**src/rtl/cpu_mem_pkg.sv**
```systemverilog
// Shared widths, FSM encoding and owner constants for the memory port arbiter.
package cpu_mem_pkg;

    localparam int ADDR_W = 8;
    localparam int DATA_W = 16;

    typedef enum logic [1:0] {
        IDLE  = 2'd0,
        ISSUE = 2'd1,
        WAIT  = 2'd2,
        DONE  = 2'd3
    } state_t;

    localparam logic OWN_I = 1'b0;
    localparam logic OWN_D = 1'b1;

    // Returned to the requester in place of real data when the memory hangs.
    localparam logic [DATA_W-1:0] TIMEOUT_DATA = 16'hFFFF;

endpackage

```
**src/rtl/mem_port_arbiter_if.sv**
```systemverilog
// Bundle of requester, memory and status signals around the memory port arbiter.
interface mem_port_arbiter_if;
    import cpu_mem_pkg::*;

    logic              i_req;
    logic [ADDR_W-1:0] i_addr;
    logic [DATA_W-1:0] i_rdata;
    logic              i_ack;

    logic              d_req;
    logic              d_rwn;
    logic [ADDR_W-1:0] d_addr;
    logic [DATA_W-1:0] d_wdata;
    logic [DATA_W-1:0] d_rdata;
    logic              d_ack;

    logic              mem_start;
    logic              mem_rwn;
    logic [ADDR_W-1:0] mem_addr;
    logic [DATA_W-1:0] mem_wdata;
    logic [DATA_W-1:0] mem_rdata;
    logic              mem_ready;

    logic              busy;
    logic              owner;
    logic              timeout_err;

    // master is the arbiter itself; slave is everything around it.
    modport master (
        input  i_req, i_addr, d_req, d_rwn, d_addr, d_wdata, mem_rdata, mem_ready,
        output i_rdata, i_ack, d_rdata, d_ack, mem_start, mem_rwn, mem_addr,
               mem_wdata, busy, owner, timeout_err
    );

    modport slave (
        output i_req, i_addr, d_req, d_rwn, d_addr, d_wdata, mem_rdata, mem_ready,
        input  i_rdata, i_ack, d_rdata, d_ack, mem_start, mem_rwn, mem_addr,
               mem_wdata, busy, owner, timeout_err
    );

endinterface

```
**src/rtl/rr_pick2.sv**
```systemverilog
// Two-way grant picker: round-robin on ties when enabled, otherwise D wins ties.
module rr_pick2
    import cpu_mem_pkg::*;
(
    input  logic [1:0] req,
    input  logic       last_owner,
    input  logic       rr_enable,
    output logic       grant,
    output logic       valid
);

    // req[0] is the fetch side, req[1] the data side.
    always_comb begin
        valid = |req;
        grant = OWN_I;
        if (req == 2'b11) begin
            grant = rr_enable ? ~last_owner : OWN_D;
        end else if (req[1]) begin
            grant = OWN_D;
        end
    end

endmodule

```
**src/rtl/mem_port_arbiter.sv**
```systemverilog
// Shares one multi-cycle memory between fetch and data requesters, with a hung-memory watchdog.
module mem_port_arbiter
    import cpu_mem_pkg::*;
#(
    parameter bit RR_ENABLE      = 1'b1,
    parameter int TIMEOUT_CYCLES = 8
)
(
    input  logic           clk,
    input  logic           reset,
    mem_port_arbiter_if.master bus
);

    localparam int WD_W = $clog2(TIMEOUT_CYCLES + 1);

    state_t            state;
    state_t            state_next;
    logic              grant;
    logic              grant_valid;
    logic              take_grant;
    logic              capture;
    logic              expire;
    logic              wd_last;
    logic [WD_W-1:0]   wd_cnt;
    logic              owner_q;
    logic              last_owner;
    logic              rwn_q;
    logic [ADDR_W-1:0] addr_q;
    logic [DATA_W-1:0] wdata_q;
    logic [DATA_W-1:0] i_rdata_q;
    logic [DATA_W-1:0] d_rdata_q;
    logic              timeout_q;

    rr_pick2 u_pick (
        .req        ({bus.d_req, bus.i_req}),
        .last_owner (last_owner),
        .rr_enable  (RR_ENABLE),
        .grant      (grant),
        .valid      (grant_valid)
    );

    assign wd_last = (wd_cnt == WD_W'(TIMEOUT_CYCLES - 1));

    always_ff @(posedge clk) begin
        if (reset) state <= IDLE;
        else       state <= state_next;
    end

    always_comb begin
        state_next = state;
        take_grant = 1'b0;
        capture    = 1'b0;
        expire     = 1'b0;
        case (state)
            IDLE: begin
                if (grant_valid && bus.mem_ready) begin
                    take_grant = 1'b1;
                    state_next = ISSUE;
                end
            end
            ISSUE: state_next = WAIT;
            WAIT: begin
                if (bus.mem_ready) begin
                    capture    = 1'b1;
                    state_next = DONE;
                end else if (wd_last) begin
                    expire     = 1'b1;
                    state_next = DONE;
                end
            end
            DONE:    state_next = IDLE;
            default: state_next = IDLE;
        endcase
    end

    // last_owner resets to D so that the fetch side wins the very first tie.
    always_ff @(posedge clk) begin
        if (reset) begin
            owner_q    <= OWN_I;
            last_owner <= OWN_D;
            rwn_q      <= 1'b0;
            addr_q     <= '0;
            wdata_q    <= '0;
            i_rdata_q  <= '0;
            d_rdata_q  <= '0;
            timeout_q  <= 1'b0;
            wd_cnt     <= '0;
        end else begin
            if (take_grant) begin
                owner_q <= grant;
                rwn_q   <= (grant == OWN_D) ? bus.d_rwn : 1'b1;
                addr_q  <= (grant == OWN_D) ? bus.d_addr : bus.i_addr;
                wdata_q <= (grant == OWN_D) ? bus.d_wdata : '0;
            end
            if (state == ISSUE) begin
                wd_cnt <= '0;
            end else if (state == WAIT && !bus.mem_ready) begin
                wd_cnt <= wd_cnt + 1'b1;
            end
            if (capture && rwn_q) begin
                if (owner_q == OWN_D) d_rdata_q <= bus.mem_rdata;
                else                  i_rdata_q <= bus.mem_rdata;
            end
            if (expire) begin
                timeout_q <= 1'b1;
                if (rwn_q) begin
                    if (owner_q == OWN_D) d_rdata_q <= TIMEOUT_DATA;
                    else                  i_rdata_q <= TIMEOUT_DATA;
                end
            end
            if (state == DONE) begin
                last_owner <= owner_q;
            end
        end
    end

    assign bus.mem_start   = (state == ISSUE);
    assign bus.busy        = (state != IDLE);
    assign bus.i_ack       = (state == DONE) && (owner_q == OWN_I);
    assign bus.d_ack       = (state == DONE) && (owner_q == OWN_D);
    assign bus.owner       = owner_q;
    assign bus.mem_rwn     = rwn_q;
    assign bus.mem_addr    = addr_q;
    assign bus.mem_wdata   = wdata_q;
    assign bus.i_rdata     = i_rdata_q;
    assign bus.d_rdata     = d_rdata_q;
    assign bus.timeout_err = timeout_q;

endmodule

```
**src/flat_wrapper.sv**
```systemverilog
// flat-port wrapper written by rule: the top's interface ports become plain ports
module mem_port_arbiter_flat import cpu_mem_pkg::*;
#(
    parameter bit RR_ENABLE      = 1'b1,
    parameter int TIMEOUT_CYCLES = 8
)
  (clk, reset, bus_i_req, bus_i_addr, bus_d_req, bus_d_rwn, bus_d_addr, bus_d_wdata, bus_mem_rdata, bus_mem_ready, bus_i_rdata, bus_i_ack, bus_d_rdata, bus_d_ack, bus_mem_start, bus_mem_rwn, bus_mem_addr, bus_mem_wdata, bus_busy, bus_owner, bus_timeout_err);
  mem_port_arbiter_if bus_i ();
  input  logic clk;
  input  logic reset;
  input wire logic [$bits(bus_i.i_req)-1:0] bus_i_req;
  input wire logic [$bits(bus_i.i_addr)-1:0] bus_i_addr;
  input wire logic [$bits(bus_i.d_req)-1:0] bus_d_req;
  input wire logic [$bits(bus_i.d_rwn)-1:0] bus_d_rwn;
  input wire logic [$bits(bus_i.d_addr)-1:0] bus_d_addr;
  input wire logic [$bits(bus_i.d_wdata)-1:0] bus_d_wdata;
  input wire logic [$bits(bus_i.mem_rdata)-1:0] bus_mem_rdata;
  input wire logic [$bits(bus_i.mem_ready)-1:0] bus_mem_ready;
  output wire logic [$bits(bus_i.i_rdata)-1:0] bus_i_rdata;
  output wire logic [$bits(bus_i.i_ack)-1:0] bus_i_ack;
  output wire logic [$bits(bus_i.d_rdata)-1:0] bus_d_rdata;
  output wire logic [$bits(bus_i.d_ack)-1:0] bus_d_ack;
  output wire logic [$bits(bus_i.mem_start)-1:0] bus_mem_start;
  output wire logic [$bits(bus_i.mem_rwn)-1:0] bus_mem_rwn;
  output wire logic [$bits(bus_i.mem_addr)-1:0] bus_mem_addr;
  output wire logic [$bits(bus_i.mem_wdata)-1:0] bus_mem_wdata;
  output wire logic [$bits(bus_i.busy)-1:0] bus_busy;
  output wire logic [$bits(bus_i.owner)-1:0] bus_owner;
  output wire logic [$bits(bus_i.timeout_err)-1:0] bus_timeout_err;
  assign bus_i.i_req = bus_i_req;
  assign bus_i.i_addr = bus_i_addr;
  assign bus_i.d_req = bus_d_req;
  assign bus_i.d_rwn = bus_d_rwn;
  assign bus_i.d_addr = bus_d_addr;
  assign bus_i.d_wdata = bus_d_wdata;
  assign bus_i.mem_rdata = bus_mem_rdata;
  assign bus_i.mem_ready = bus_mem_ready;
  assign bus_i_rdata = bus_i.i_rdata;
  assign bus_i_ack = bus_i.i_ack;
  assign bus_d_rdata = bus_i.d_rdata;
  assign bus_d_ack = bus_i.d_ack;
  assign bus_mem_start = bus_i.mem_start;
  assign bus_mem_rwn = bus_i.mem_rwn;
  assign bus_mem_addr = bus_i.mem_addr;
  assign bus_mem_wdata = bus_i.mem_wdata;
  assign bus_busy = bus_i.busy;
  assign bus_owner = bus_i.owner;
  assign bus_timeout_err = bus_i.timeout_err;
  mem_port_arbiter #(.RR_ENABLE(RR_ENABLE), .TIMEOUT_CYCLES(TIMEOUT_CYCLES)) u_core (.clk(clk), .reset(reset), .bus(bus_i));
endmodule
```
**config.mk**
```make
export PLATFORM = sky130hd
export DESIGN_NAME = mem_port_arbiter_flat
export DESIGN_NICKNAME = d
export VERILOG_FILES = /design/src/rtl/cpu_mem_pkg.sv /design/src/rtl/mem_port_arbiter_if.sv /design/src/rtl/rr_pick2.sv /design/src/rtl/mem_port_arbiter.sv /design/src/flat_wrapper.sv
export SDC_FILE = /design/constraint.sdc
export NUM_CORES = 1
export LEC_CHECK = 0
export CAP_MARGIN = 20
export CORE_MARGIN = 2
export CORE_UTILIZATION = 44
export CTS_BUF_LIST = sky130_fd_sc_hd__clkbuf_4 sky130_fd_sc_hd__clkbuf_8
export DETAILED_ROUTE_END_ITERATION = 10
export PLACE_DENSITY = 0.82
export SLEW_MARGIN = 5
export SYNTH_ARGS = -nofsm -noshare
export SYNTH_HDL_FRONTEND = slang
export SYNTH_HIERARCHICAL = 1
export SYNTH_SLANG_ARGS = --single-unit
```
**constraint.sdc**
```tcl
create_clock -name clk -period 2 [get_ports clk]
set_clock_uncertainty 0.05 [all_clocks]
set_input_delay 0.3 -clock clk [delete_from_list [all_inputs] [get_ports clk]]
set_output_delay 0.3 -clock clk [all_outputs]
set_load 0.005 [all_outputs]
```
==> results.cfg <==
[power_and_ir_drop]
cellPowerDensity_nw_per_um2 = 925
power_leakage_nw = 1.59
vdd_ir_drop_max_uv = 622

[grt]
antenna_found_initial = 0
grt_pass1_vias = 2664
global_route.usage.total_pct = 21.6
grt_pass1_wl_mm = 12.3
global_route.overflow_total = 0
grt_max_degree = 35

[critical_path]
r2r_setup_slack_ns = 0.16
setup.worst_path.end = bus_busy
crit_path_start_kind = flip-flop
timing_worst_setup_path_type = reg -> out
cp-startpoint = u_core/state[0]
worst_r2r_path_depth = 5
end_kind = primary output
arrival_ns = 1.60
crit_path_max_fanout = 5
required_arrival_time_at_the_worst_endpoint_ns = 1.65
timing.rr.start = u_core/state[0]
endpoint_of_the_worst_slack_reg_to_reg_timing_path = u_core/bus.d_rdata[4]

[placed_design]
place_congestion = 0.702
port-buffer-count = 116
total_half_perimeter_wirelength_after_legalization_and_detailed_placement_mm = 5.33
post-place-cells = 495

[timing]
worstMarginPinSlew_ns = 0.700
drv_slew = 0
maximum_clock_frequency_ghz = 0.513
setup_viol_count_final = 0
slew_margin_rel_pct = 53.3
period_needed_ns = 1.95
grt_setup_unrepaired = false
hold_viol = 0
layout_worst_path_cycle_share_pct = 97.4

[layout]
synthToLayoutAreaGrowth_pct = 54.4
drive_gt1_share_pct = 13.4
num-nets-final = 489
instances_no_fill = 511
final_util_pct = 69.7
antenna-diode-count = 0

[route]
routedWlPerCell_um = 14.7
dr.pass1.iters = 4
drcViolationCount = 0
drt.antenna.violating_nets = 0
drt_iter0_drc = 74
avgViaCountPerCell = 5.19
detailroute.via_count = 2651
routed_wirelength_mm = 7.51

[clocking]
clockRootBuffer = sky130_fd_sc_hd__clkbuf_8
clk-insertion-delay-late_ns = 0.34
clock_sinks = 66
htree_num_levels = 3
cts.reportedPaths.clkPinSlew_ns = 0.08
cts_hold_repair.buffers = 0
cts_inserted_buffers = 9
post-cts-setup-buffers = 0
cts_max_path_buffers = 2
tritoncts_clock_tree = done

[run]
maxCapViolCount = 0

[synth]
post_synth_main_area_contributors = sky130_fd_sc_hd__dfxtp_1, sky130_fd_sc_hd__a211oi_2, sky130_fd_sc_hd__nor2_1
synth_sequential_area_ratio_pct = 46.7
ys.flop_type = sky130_fd_sc_hd__dfxtp_1
yosys_warnings = 6
synthArstFlopShare_pct = 0
synthCells = 312
synth_largest_area_cell = sky130_fd_sc_hd__dfxtp_1
post_synth_num_cell_types = 38
ffs_latches_synth = 66
netlist_top_cells_count = sky130_fd_sc_hd__dfxtp_1, sky130_fd_sc_hd__nor2_1, sky130_fd_sc_hd__nand2_1
synth_enable_flop_cells = 0
synthesis.nets = 372
synth_area_per_cell_um2 = 9.08
yosys.cell_count.top_type = sky130_fd_sc_hd__dfxtp_1
post_synth_instance_area_um2 = 2830
proportion_of_netlist_area_held_by_the_largest_area_contributor_pct = 46.7

[die]
core.rowCount = 29
die_area_um2 = 7090
core_area_um2 = 6280
die_h_um = 84.2
pin_count = 117
floorplan.die.width_um = 84.2
floorplan.initialDensity_pct = 45.1

[hold_path]
worst_hold_path_type = reg -> reg

[outcome]
status = complete, no violations
## repair_timing
action	CTS	global route
resized for setup	3	2
endpoints found under the setup margin	2	4
endpoints found under the hold margin	0	0
## cell usage in the layout, fill, tap and decap left out, types with 2 or more instances in the layout
master / instances
sky130_fd_sc_hd__a211oi_1: 19
sky130_fd_sc_hd__nand2b_1: 3
sky130_fd_sc_hd__nand2_1: 23
sky130_fd_sc_hd__buf_12: 3
sky130_fd_sc_hd__a211oi_2: 18
sky130_fd_sc_hd__bufinv_16: 4
sky130_fd_sc_hd__nor2_1: 53
sky130_fd_sc_hd__dfxtp_1: 64
sky130_fd_sc_hd__ha_2: 2
sky130_fd_sc_hd__mux2i_1: 12
sky130_fd_sc_hd__nor3_1: 4
sky130_fd_sc_hd__clkbuf_8: 9
sky130_fd_sc_hd__nand3_1: 18
sky130_fd_sc_hd__ha_1: 4
sky130_fd_sc_hd__dfxtp_2: 2
sky130_fd_sc_hd__a21oi_1: 20
sky130_fd_sc_hd__inv_1: 21
sky130_fd_sc_hd__buf_4: 10
sky130_fd_sc_hd__a211o_1: 2
sky130_fd_sc_hd__nand4_1: 2
sky130_fd_sc_hd__clkdlybuf4s50_1: 115
sky130_fd_sc_hd__a31oi_1: 2
## cell type report
cell class                      count  area, µm²
Timing Repair Buffer              129       1290
Inverter                           21       78.8
Clock buffer                        9        124
Tap cell                           77       96.3
Clock inverter                      7        141
Sequential cell                    66       1320
Fill cell                         483       1900
Multi-Input combinational cell    202       1320
## registers in the layout, summed over array words and instances (netlist names)
name,flops
u_core/bus.d_rdata,16
u_core/bus.i_rdata,16
u_core/bus.mem_addr,8
u_core/bus.mem_rwn,1
u_core/bus.mem_wdata,16
u_core/bus.owner,1
u_core/bus.timeout_err,1
u_core/last_owner,1
u_core/state,2
u_core/wd_cnt,4
## layer usage
| layer | vias to the layer above | track usage (%) | wire [µm] |
|---|---|---|---|
| met4 | 0 | 12.8 | 232 |
| met3 | 19 | 7.47 | 651 |
| met5 | - | 0 | 0 |
| met1 | 1224 | 25.2 | 3160 |
| met2 | 107 | 34.3 | 3470 |
| li1 | 1301 | - | - |
## logic make-up (layout without fill, tap and decap cells)
| logic type | Yosys count | after routing | synth area share, % |
|---|---|---|---|
| buffers and inverters | 44 | 166 | 7.29 |
| XOR/XNOR | 2 | 2 | 0.619 |
| multiplexers | 12 | 12 | 4.24 |
| other | 1 | 1 | 0.132 |
| adder cells (fa/ha/maj) | 6 | 6 | 2.65 |
| flip-flops | 66 | 66 | 46.7 |
| AND/OR/NAND/NOR | 115 | 115 | 18.8 |
| AO/OA/AOI/OAI | 66 | 66 | 19.6 |
## worst min-delay path by stage
| stage | start | to | slack (ns) | depth (start not counted) |
|---|---|---|---|---|
| 2_1_floorplan | u_core/last_owner | u_core/last_owner | 0.39 | 1 |
| 3_3_place_gp | u_core/bus.mem_wdata[13] | u_core/bus.mem_wdata[13] | 0.39 | 2 |
| 3_5_place_dp | u_core/bus.mem_wdata[13] | u_core/bus.mem_wdata[13] | 0.39 | 2 |
| 4_1_cts | u_core/bus.mem_wdata[13] | u_core/bus.mem_wdata[13] | 0.40 | 2 |
| 5_1_grt | u_core/bus.mem_wdata[13] | u_core/bus.mem_wdata[13] | 0.42 | 2 |
| 6_report | u_core/bus.mem_wdata[15] | u_core/bus.mem_wdata[15] | 0.40 | 2 |
## critical path: stages, from the launching register on
cell                              delay (ns)
sky130_fd_sc_hd__dfxtp_2                0.37
sky130_fd_sc_hd__inv_1                  0.09
sky130_fd_sc_hd__ha_2                   0.23
sky130_fd_sc_hd__inv_1                  0.07
sky130_fd_sc_hd__clkdlybuf4s50_1        0.51
## report_power, final
part / total [W] / internal [W] / switching, W / leakage [nW]
combinational: 0.00105 / 0.000557 / 0.000491 / 0.928
sequential: 0.00152 / 0.00144 / 0.0000849 / 0.535
clock: 0.00147 / 0.000954 / 0.000520 / 0.129
## per-stage QoR
step	TNS, ns	setup WS, ns	total power, W	area (µm²)	hold WS [ns]
2_1_floorplan	0	0.377	0.00205	2830	0.386
3_3_place_gp	0	0.0446	0.00255	4100	0.387
3_5_place_dp	-0.0464	-0.0163	0.00257	4100	0.393
4_1_cts	0	0.0237	0.00406	4370	0.403
5_1_grt	0	0.000544	0.00426	4370	0.420
6_report	0	0.0515	0.00405	4370	0.401
Note: power is estimated with default switching activity, not from simulation.
